--- config.mk ---
export PLATFORM = sky130hd
export DESIGN_NAME = rx_deser
export DESIGN_NICKNAME = d
export VERILOG_FILES = /design/src/rtl/rx_deser.sv
export SDC_FILE = /design/constraint.sdc
export NUM_CORES = 1
export LEC_CHECK = 0
export ABC_AREA = 0
export BUFFER_PORTS_ARGS = -buffer_cell sky130_fd_sc_hd__buf_2
export CAP_MARGIN = 10
export CELL_PAD_IN_SITES_DETAIL_PLACEMENT = 0
export CELL_PAD_IN_SITES_GLOBAL_PLACEMENT = 2
export CORE_UTILIZATION = 32
export DETAILED_ROUTE_END_ITERATION = 8
export PLACE_DENSITY_LB_ADDON = 0.15
export SLEW_MARGIN = 20
export SYNTH_ARGS = -nofsm -noshare
export SYNTH_HDL_FRONTEND = slang
export SYNTH_SLANG_ARGS = --single-unit
--- constraint.sdc ---
create_clock -name clk -period 4.51 [get_ports clk]
set_clock_uncertainty 0.2 [all_clocks]
set_input_delay 0.6765 -clock clk [delete_from_list [all_inputs] [get_ports clk]]
set_output_delay 0.6765 -clock clk [all_outputs]
set_load 0.05 [all_outputs]
--- src/rtl/rx_deser.sv ---
// UART receive deserializer: collects DATA_WIDTH data bits from the baud
// sampler's mid-bit strobes and checks the optional parity bit and the stop
// bit(s). Each completed word is presented with a single-cycle valid pulse.
module rx_deser #(
    parameter int DATA_WIDTH = 8,
    parameter int MSB_FIRST  = 0,
    parameter int PARITY_EN  = 0,
    parameter int PARITY_ODD = 0,
    parameter int STOP_BITS  = 1
) (
    input  logic                  clk,
    input  logic                  rx_rst,
    input  logic                  start,
    input  logic                  enable,
    input  logic                  rx,
    output logic [DATA_WIDTH-1:0] data_out,
    output logic                  data_valid,
    output logic                  parity_err,
    output logic                  frame_err,
    output logic                  busy
);

    typedef enum logic [1:0] {
        IDLE   = 2'd0,
        DATA   = 2'd1,
        PARITY = 2'd2,
        STOP   = 2'd3
    } state_t;

    // Strobe counts at which the data and stop phases end.
    localparam logic [3:0] LAST_BIT  = 4'(DATA_WIDTH - 1);
    localparam logic [1:0] LAST_STOP = 2'(STOP_BITS - 1);
    localparam logic       PODD      = (PARITY_ODD != 0);
    localparam logic       PEN       = (PARITY_EN != 0);

    state_t                state_reg, state_next;
    logic [DATA_WIDTH-1:0] shreg_reg, shreg_next;
    logic [3:0]            bit_cnt_reg, bit_cnt_next;
    logic [1:0]            stop_cnt_reg, stop_cnt_next;
    logic                  perr_reg, perr_next;
    logic                  ferr_reg, ferr_next;
    logic [DATA_WIDTH-1:0] data_out_reg, data_out_next;
    logic                  data_valid_reg, data_valid_next;
    logic                  parity_err_reg, parity_err_next;
    logic                  frame_err_reg, frame_err_next;

    // Shift register contents after taking in the current rx sample.
    logic [DATA_WIDTH-1:0] shift_in;

    genvar gi;
    generate
        for (gi = 0; gi < DATA_WIDTH; gi++) begin : g_shift
            if (MSB_FIRST != 0) begin : g_msb
                // First bit received ends up in the top position.
                if (gi == 0) begin : g_edge
                    assign shift_in[gi] = rx;
                end else begin : g_mid
                    assign shift_in[gi] = shreg_reg[gi-1];
                end
            end else begin : g_lsb
                // First bit received ends up in bit 0.
                if (gi == DATA_WIDTH - 1) begin : g_edge
                    assign shift_in[gi] = rx;
                end else begin : g_mid
                    assign shift_in[gi] = shreg_reg[gi+1];
                end
            end
        end
    endgenerate

    // Framing FSM: next state, datapath updates and completion outputs.
    always_comb begin
        state_next      = state_reg;
        shreg_next      = shreg_reg;
        bit_cnt_next    = bit_cnt_reg;
        stop_cnt_next   = stop_cnt_reg;
        perr_next       = perr_reg;
        ferr_next       = ferr_reg;
        data_out_next   = data_out_reg;
        data_valid_next = 1'b0;
        parity_err_next = 1'b0;
        frame_err_next  = 1'b0;

        case (state_reg)
            IDLE: begin
                // enable is deliberately ignored here; only start arms a frame.
                if (start) begin
                    state_next   = DATA;
                    bit_cnt_next = 4'd0;
                    shreg_next   = '0;
                    perr_next    = 1'b0;
                    ferr_next    = 1'b0;
                end
            end
            DATA: begin
                if (enable) begin
                    shreg_next   = shift_in;
                    bit_cnt_next = bit_cnt_reg + 4'd1;
                    if (bit_cnt_reg == LAST_BIT) begin
                        state_next    = PEN ? PARITY : STOP;
                        stop_cnt_next = 2'd0;
                    end
                end
            end
            PARITY: begin
                if (enable) begin
                    perr_next     = ((^shreg_reg) ^ rx) != PODD;
                    state_next    = STOP;
                    stop_cnt_next = 2'd0;
                end
            end
            STOP: begin
                if (enable) begin
                    ferr_next     = ferr_reg | ~rx;
                    stop_cnt_next = stop_cnt_reg + 2'd1;
                    if (stop_cnt_reg == LAST_STOP) begin
                        // A start in this same cycle is dropped; the sampler re-issues it.
                        state_next      = IDLE;
                        data_out_next   = shreg_reg;
                        data_valid_next = 1'b1;
                        parity_err_next = PEN & perr_reg;
                        frame_err_next  = ferr_reg | ~rx;
                    end
                end
            end
            default: begin
                state_next = IDLE;
            end
        endcase
    end

    // State and output registers with synchronous reset.
    always_ff @(posedge clk) begin
        if (rx_rst) begin
            state_reg      <= IDLE;
            shreg_reg      <= '0;
            bit_cnt_reg    <= 4'd0;
            stop_cnt_reg   <= 2'd0;
            perr_reg       <= 1'b0;
            ferr_reg       <= 1'b0;
            data_out_reg   <= '0;
            data_valid_reg <= 1'b0;
            parity_err_reg <= 1'b0;
            frame_err_reg  <= 1'b0;
        end else begin
            state_reg      <= state_next;
            shreg_reg      <= shreg_next;
            bit_cnt_reg    <= bit_cnt_next;
            stop_cnt_reg   <= stop_cnt_next;
            perr_reg       <= perr_next;
            ferr_reg       <= ferr_next;
            data_out_reg   <= data_out_next;
            data_valid_reg <= data_valid_next;
            parity_err_reg <= parity_err_next;
            frame_err_reg  <= frame_err_next;
        end
    end

    assign data_out   = data_out_reg;
    assign data_valid = data_valid_reg;
    assign parity_err = parity_err_reg;
    assign frame_err  = frame_err_reg;
    assign busy       = (state_reg != IDLE);

endmodule

==> impl_metrics.py, run 1 <==
metrics = {
    "synthesis": {
        "yosysSeqAreaShare_pct": 45.0,
        "yosysTopAreaCell": "dfxtp_1",
        "syn_area_um2": 1200,
        "ys_warn_count": 0,
        "synth.avg_cell_area_um2": 8.95,
        "yosys_most_used_dff": "dfxtp_1",
        "synth_most_common_cell": "dfxtp_1",
        "synth_area_leaders": "dfxtp_1 45%, ha_1 7.3%, nand2_1 5.9%",
        "ys_ff_latch": 27,
        "synth_nets": 146,
        "yosys.cell_types.count": 31,
        "synth_top_area_share_pct": 45.0,
        "ys_async_sr_fraction_pct": 0,
        "synth_cells": 134,
        "synth_edf_count": 0,
        "synth_common_cells": "27 x dfxtp_1, 19 x nand2_1, 14 x nor2_1",
    },
    "clocking": {
        "cts_setup_buffers": 0,
        "ctsHoldBuffers": 0,
        "tritoncts": "built",
        "htree_levels": 1,
        "clock-sinks": 27,
        "clk_pin_slew_ns": 0.09,
        "clock-root-buffer": "clkbuf_8",
        "cts-resized-gates": 0,
        "clk_latency_ns": 0.27,
        "numCtsBuffers": 3,
        "clockBufferDepth": 2,
    },
    "min_path": {
        "hp-class": "reg2reg",
    },
    "worst_setup_path": {
        "cp.arrival_ns": 2.22,
        "crit_path_end_kind": "flip-flop",
        "cpLargestDelayFamily": "simple AND/OR/NAND/NOR gates",
        "crit_chain": "inv_1, ha_1, nand2_1, nor2_1, a41oi_1, a211oi_1",
        "path_class": "reg2reg",
        "crit_fanout": 12,
        "cp-start-kind": "flip-flop",
        "crit_required_ns": 4.50,
        "critPathBufInv": 1,
        "slowest_delay_ns": 0.60,
        "crit_slowest_cell": "nor2_1",
    },
    "pwr": {
        "p_per_area_nw_per_um2": 476,
        "p_leak_nw": 0.518,
        "max-vdd-ir-drop_mv": 0.171,
    },
    "placement": {
        "gp_congestion": 0.703,
        "io_buffers": 15,
        "detailed_place.area_um2": 1280,
        "dp_hpwl_mm": 1.65,
    },
    "finish": {
        "area_growth_pct": 10.8,
        "fin_util_pct": 38.3,
        "stdcell_area_um2": 1330,
        "fin_nets": 157,
        "antenna_cells": 0,
        "drive_above_1_share_pct": 16.7,
    },
    "detailed_routing": {
        "num_vias": 916,
        "drtIter0Drc": 37,
        "first_pass_iters": 4,
        "routed_wirelength_mm": 2.33,
        "viasPerCell": 4.82,
        "post_drt_wl_per_cell_um": 12.3,
        "ant_nets": 0,
        "post-route-drc-count": 0,
    },
    "job": {
        "drv_cap": 0,
    },
    "die": {
        "num_rows": 21,
        "die_y_um": 63.2,
        "ios": 17,
        "chipWidth_um": 63.2,
        "die-area_um2": 4000,
        "fp.coreArea_um2": 3470,
        "start_util_pct": 34.6,
    },
    "global_routing": {
        "track_usage_pct": 12.5,
        "grt_pass1_wl_mm": 3.92,
        "first_global_vias": 843,
        "grt_start_max_net_pins": 27,
        "antenna_found_initial": 0,
        "overflow": 0,
    },
    "sta": {
        "worstMarginPinSlew_ns": 0.765,
        "setup_viol": 0,
        "holdWs_ns": 0.253,
        "rsz0062_at_grt": "no",
        "min_period_over_period_pct": 49.5,
        "slew_headroom_pct": 48.8,
        "fmax_ghz": 0.448,
        "period_needed_ns": 2.23,
        "maxSlewViolCount": 0,
        "final_hold_viol_count": 0,
        "setup_tns_ns": 0,
    },
    "run_status": {
        "status": "complete, no violations",
    },
}
==> tightest hold or removal path, delay by kind of cell (launching register included) <==
kind / cells / cell delay (ns)
AOI/OAI and AO/OA: 1 / 0.05
DFF: 1 / 0.32
and+or+nand+nor: 1 / 0.05
==> layer usage <==
layer  track usage (%)  share of wire [%]
met2              21.8                 45
met5                 0                  0
met1              15.1                 52
met3              3.80                2.6
met4              2.56               0.51
==> metrics by stage <==
| stage | setup WS, ns | power (mW) | cells |
|---|---|---|---|
| global route | 2.04 | 0.673 | 190 |
| global placement | 2.35 | 0.502 | 186 |
| CTS | 2.27 | 0.646 | 190 |
| floorplan | 2.59 | 0.470 | 134 |
| finish | 2.28 | 0.633 | 190 |
| detailed placement | 2.28 | 0.507 | 186 |
==> report_power, final <==
group / leakage, nW / switching [mW] / internal (mW) / total [mW]
registers: 0.218 / 0.0118 / 0.251 / 0.262
logic: 0.275 / 0.150 / 0.0857 / 0.235
clock network: 0.0255 / 0.0735 / 0.0618 / 0.135
==> final cells by class <==
class | count | area (um^2)
well taps | 46 | 57.6
clock buffers | 3 | 41.3
clock inverters | 1 | 5.00
repair buffers | 15 | 75.1
inverters | 8 | 30.0
flip-flops and latches | 27 | 541
fillers | 368 | 2140
multi-input cells | 90 | 581
==> logic make-up after synthesis <==
kind of cell / after synthesis / synth area share, %
simple gates: 47 / 18.4
compound gates: 32 / 19.9
flops: 27 / 45.0
buf+inv: 17 / 6.57
fa+ha+maj: 7 / 7.30
mux: 3 / 2.50
other cells: 1 / 0.313
==> layout by cell type (no fill, tap or decap), types with 3 or more instances in the layout <==
cell type	count
ha_1	7
dfxtp_1	27
clkbuf_8	3
o21a_1	3
a21oi_1	10
mux2i_1	3
buf_2	15
a22oi_1	9
nor2b_1	4
inv_1	8
nand2_1	19
nor2_1	14
==> worst paths after layout <==
path                startpoint              to  slack (ns)  depth (start not counted)
setup reg to reg  state_reg[1]  bit_cnt_reg[3]        2.28                          6
setup / recovery  state_reg[1]  bit_cnt_reg[3]        2.28                          6
hold / removal     data_out[4]     data_out[4]        0.25                          2
hold reg to reg    data_out[4]     data_out[4]        0.25                          2
No activity file was read; power rests on OpenSTA's default activity.
==> run 2, diff against run 1 <==
==> constraint.sdc (replaced) <==
create_clock -name clk -period 2.3 [get_ports clk]
set_clock_uncertainty 0.2 [all_clocks]
set_input_delay 0.345 -clock clk [delete_from_list [all_inputs] [get_ports clk]]
set_output_delay 0.345 -clock clk [all_outputs]
set_load 0.05 [all_outputs]
==> impl_metrics.py, run 2 (same netlist as run 1, synthesis figures left out) <==
metrics = {
    "clocking": {
        "htree_levels": 1,
        "tritoncts": "built",
        "clock-sinks": 27,
        "clockBufferDepth": 2,
        "numCtsBuffers": 3,
        "ctsHoldBuffers": 0,
        "cts_setup_buffers": 0,
        "clk_latency_ns": 0.27,
        "clk_pin_slew_ns": 0.09,
        "cts-resized-gates": 0,
        "clock-root-buffer": "clkbuf_8",
    },
    "placement": {
        "dp_hpwl_mm": 1.63,
        "detailed_place.area_um2": 1290,
        "gp_congestion": 0.737,
        "io_buffers": 15,
    },
    "die": {
        "die_y_um": 63.2,
        "ios": 17,
        "fp.coreArea_um2": 3470,
        "chipWidth_um": 63.2,
        "die-area_um2": 4000,
        "start_util_pct": 34.6,
        "num_rows": 21,
    },
    "detailed_routing": {
        "num_vias": 924,
        "ant_nets": 0,
        "drtIter0Drc": 43,
        "viasPerCell": 4.84,
        "post_drt_wl_per_cell_um": 11.7,
        "post-route-drc-count": 0,
        "routed_wirelength_mm": 2.24,
        "first_pass_iters": 4,
    },
    "finish": {
        "layout_common_cells": "27 x dfxtp_1, 19 x nand2_1, 15 x buf_2, 14 x nor2_1, 10 x a21oi_1",
        "area_growth_pct": 11.7,
        "drive_above_1_share_pct": 17.2,
        "fin_nets": 158,
        "antenna_cells": 0,
        "final_common_cell": "dfxtp_1",
        "stdcell_area_um2": 1340,
    },
    "sta": {
        "setup_tns_ns": 0,
        "final_hold_viol_count": 0,
        "period_needed_ns": 2.13,
        "setup_viol": 0,
        "min_period_over_period_pct": 92.7,
        "fmax_ghz": 0.469,
        "rsz0062_at_grt": "no",
        "maxSlewViolCount": 0,
    },
    "worst_setup_path": {
        "crit_required_ns": 2.24,
        "crit_fanout": 12,
        "crit_path_end_kind": "flip-flop",
        "cp-start-kind": "flip-flop",
        "cp.arrival_ns": 2.08,
        "path_class": "reg2reg",
    },
    "pwr": {
        "p_per_area_nw_per_um2": 933,
        "clkPwrFrac_pct": 21.8,
        "intPower_uw": 788,
        "switchingPower_uw": 462,
        "max-vdd-ir-drop_mv": 0.393,
        "p_leak_nw": 0.520,
        "power.total_mw": 1.25,
        "switching_share_pct": 37.0,
        "seqPwrFrac_pct": 41.2,
        "p_comb_share_pct": 37.0,
    },
    "global_routing": {
        "grt_pass1_wl_mm": 3.94,
        "first_global_vias": 888,
        "grt_start_max_net_pins": 27,
        "antenna_found_initial": 0,
        "track_usage_pct": 12.2,
        "overflow": 0,
    },
    "run_status": {
        "status": "complete, no violations",
    },
    "min_path": {
        "hp-class": "in2reg",
    },
    "job": {
        "drv_cap": 0,
    },
}
run 2: cell count changes in the layout (fill, tap and decap cells not counted), sizes merged:
cell / delta
clkinvlp: +1
clkinv: -1
buf: +1
run 2: critical path, stage by stage (launching register included):
cell	delay (ns)
dfxtp_1	0.38
inv_1	0.09
ha_1	0.30
nor2b_1	0.20
or3_1	0.52
o21ai_0	0.23
a21oi_1	0.08
run 2: path summary, 6_finish.rpt:
kind / start / endpoint / slack (ns) / depth (start not counted)
max: state_reg[1] / bit_cnt_reg[2] / 0.17 / 6
min: rx / shreg_reg[7] / 0.15 / 3
max reg2reg: state_reg[1] / bit_cnt_reg[2] / 0.17 / 6
min reg2reg: data_out[5] / data_out[5] / 0.25 / 2
run 2: power groups by stage:
stage                     sequential (mW)  clock, mW  combinational (mW)
after detailed placement            0.526          0               0.466
after CTS                           0.516      0.288               0.467
after floorplan                     0.525          0               0.397
after global routing                0.521      0.305               0.513
after global placement              0.525          0               0.464
final                               0.515      0.272               0.462
run 2: layout make-up:
cell class / count / area, um^2
tap: 46 / 57.6
timing repair buffer: 16 / 82.6
fill: 397 / 2130
multi-input combinational: 90 / 581
sequential: 27 / 541
clock inverter: 1 / 7.51
clock buffer: 3 / 41.3
inverter: 8 / 30.0
run 2: layer usage:
| metal | vias to the layer above | share of wire (%) | global-route usage [%] |
|---|---|---|---|
| li1 | 478 | - | - |
| met1 | 431 | 49 | 16.6 |
| met2 | 15 | 47 | 20.3 |
| met3 | 0 | 3.4 | 1.63 |
| met5 | - | 0 | 0 |
| met4 | 0 | 0 | 2.56 |
run 2: per-stage QoR:
step                      utilization [%]  worst slack [ns]  instances  hold WS (ns)
after CTS                            38.6             0.165        191         0.134
final                                38.6             0.167        191         0.147
after floorplan                         -             0.388        134         0.231
after global routing                 38.6            0.0283        191         0.157
after detailed placement             37.2             0.176        187         0.246
after global placement               37.2             0.221        187         0.239
==> run 3, diff against run 2 <==
--- a/config.mk
+++ b/config.mk
@@ -6,7 +6,7 @@
 export NUM_CORES = 1
 export LEC_CHECK = 0
 export ABC_AREA = 0
-export BUFFER_PORTS_ARGS = -buffer_cell sky130_fd_sc_hd__buf_2
+export BUFFER_PORTS_ARGS = -buffer_cell sky130_fd_sc_hd__buf_4
 export CAP_MARGIN = 10
 export CELL_PAD_IN_SITES_DETAIL_PLACEMENT = 0
 export CELL_PAD_IN_SITES_GLOBAL_PLACEMENT = 2
==> impl_metrics.py, run 3 (same netlist as run 1, synthesis figures left out) <==
metrics = {
    "clocking": {
        "tritoncts": "built",
        "numCtsBuffers": 3,
        "ctsHoldBuffers": 0,
        "cts_setup_buffers": 0,
        "clk_latency_ns": 0.27,
        "clock-sinks": 27,
        "cts-resized-gates": 0,
        "clk_pin_slew_ns": 0.10,
        "htree_levels": 1,
        "clockBufferDepth": 2,
        "clock-root-buffer": "clkbuf_8",
    },
    "sta": {
        "setup_tns_ns": 0,
        "setup_viol": 0,
        "period_needed_ns": 2.11,
        "final_hold_viol_count": 0,
        "maxSlewViolCount": 0,
        "holdWs_ns": 0.134,
        "min_period_over_period_pct": 91.8,
        "rsz0062_at_grt": "no",
        "fmax_ghz": 0.474,
    },
    "finish": {
        "final_common_cell": "dfxtp_1",
        "fin_nets": 158,
        "fillers": 375,
        "stdcell_area_um2": 1380,
        "fin_util_pct": 39.7,
        "antenna_cells": 0,
        "drive_above_1_share_pct": 17.2,
        "layout_common_cells": "27 x dfxtp_1, 19 x nand2_1, 16 x buf_4, 14 x nor2_1, 10 x a21oi_1",
        "area_growth_pct": 14.8,
        "fin_cells": 191,
    },
    "run_status": {
        "status": "complete, no violations",
    },
    "min_path": {
        "hp-class": "in2reg",
        "min_path_cells": 3,
    },
    "worst_setup_path": {
        "crit_path_end_kind": "flip-flop",
        "reg2reg_depth": 6,
        "path_class": "reg2reg",
        "cp-start-kind": "flip-flop",
        "cp.arrival_ns": 2.06,
        "crit_fanout": 12,
        "crit_required_ns": 2.25,
    },
    "die": {
        "die_y_um": 63.2,
        "start_util_pct": 34.6,
        "fp.coreArea_um2": 3470,
        "die-area_um2": 4000,
        "ios": 17,
        "num_rows": 21,
        "chipWidth_um": 63.2,
    },
    "global_routing": {
        "met2_usage_pct": 21.0,
        "overflow": 0,
        "first_global_vias": 896,
        "grt_use_met1_pct": 16.6,
        "antenna_found_initial": 0,
        "grt_start_max_net_pins": 27,
        "track_usage_pct": 12.7,
        "use_met3_pct": 2.72,
        "grt_pass1_wl_mm": 3.97,
        "grt-busiest-layer": "met2",
    },
    "placement": {
        "detailed_place.area_um2": 1330,
        "io_buffers": 15,
        "dp.cells": 187,
        "gp_congestion": 0.747,
        "dp_hpwl_mm": 1.62,
    },
    "detailed_routing": {
        "post-route-drc-count": 0,
        "post_drt_wl_per_cell_um": 11.6,
        "first_pass_iters": 4,
        "ant_nets": 0,
        "routed_wirelength_mm": 2.22,
        "drtIter0Drc": 31,
        "num_vias": 900,
        "viasPerCell": 4.71,
    },
    "job": {
        "drv_cap": 0,
    },
    "pwr": {
        "p_per_area_nw_per_um2": 914,
        "max-vdd-ir-drop_mv": 0.267,
        "p_leak_nw": 0.522,
    },
}
-- run 3: cell counts in the layout (fill, tap and decap cells not counted) --
Identical to the previous run, type by type.
-- run 3: area by class of cell --
class / instances / area (um^2) / share of cell area, %
Inverter: 8 / 30.0 / 2.18
Timing Repair Buffer: 16 / 120 / 8.72
Sequential cell: 27 / 541 / 39.2
Tap cell: 46 / 57.6 / 4.18
Clock inverter: 1 / 7.51 / 0.545
Multi-Input combinational cell: 90 / 581 / 42.1
Clock buffer: 3 / 41.3 / 3.00
-- run 3: worst max-delay path, stage by stage (launching register included) --
cell	delay (ns)
dfxtp_1	0.38
inv_1	0.09
ha_1	0.30
nor2b_1	0.20
or3_1	0.52
o21ai_0	0.22
a21oi_1	0.09
-- run 3: final timing paths --
| kind | startpoint | end | slack (ns) |
|---|---|---|---|
| worst min-delay path | rx | shreg_reg[7] | 0.13 |
| worst max register to register | state_reg[1] | bit_cnt_reg[2] | 0.19 |
| worst max-delay path | state_reg[1] | bit_cnt_reg[2] | 0.19 |
| worst min register to register | data_out[3] | data_out[3] | 0.26 |
-- run 3: metal layers --
| metal | share of wire [%] | vias to the layer above | wire [um] |
|---|---|---|---|
| li1 | - | 475 | - |
| met1 | 51 | 409 | 1130 |
| met2 | 46 | 14 | 1020 |
| met3 | 2.7 | 2 | 59 |
| met4 | 0.77 | 0 | 17 |
| met5 | 0 | - | 0 |
-- run 3: report_power, final --
part / internal (mW) / total, mW / switching [mW]
sequential: 0.492 / 0.515 / 0.0235
clock: 0.123 / 0.273 / 0.150
combinational: 0.183 / 0.470 / 0.288
total: 0.797 / 1.26 / 0.462
-- run 3: per-stage QoR --
step,power (mW),setup slack (ns)
2_1_floorplan,0.922,0.388
3_3_place_gp,1.00,0.228
3_5_place_dp,1.00,0.168
4_1_cts,1.29,0.155
5_1_grt,1.36,0.0471
6_report,1.26,0.189
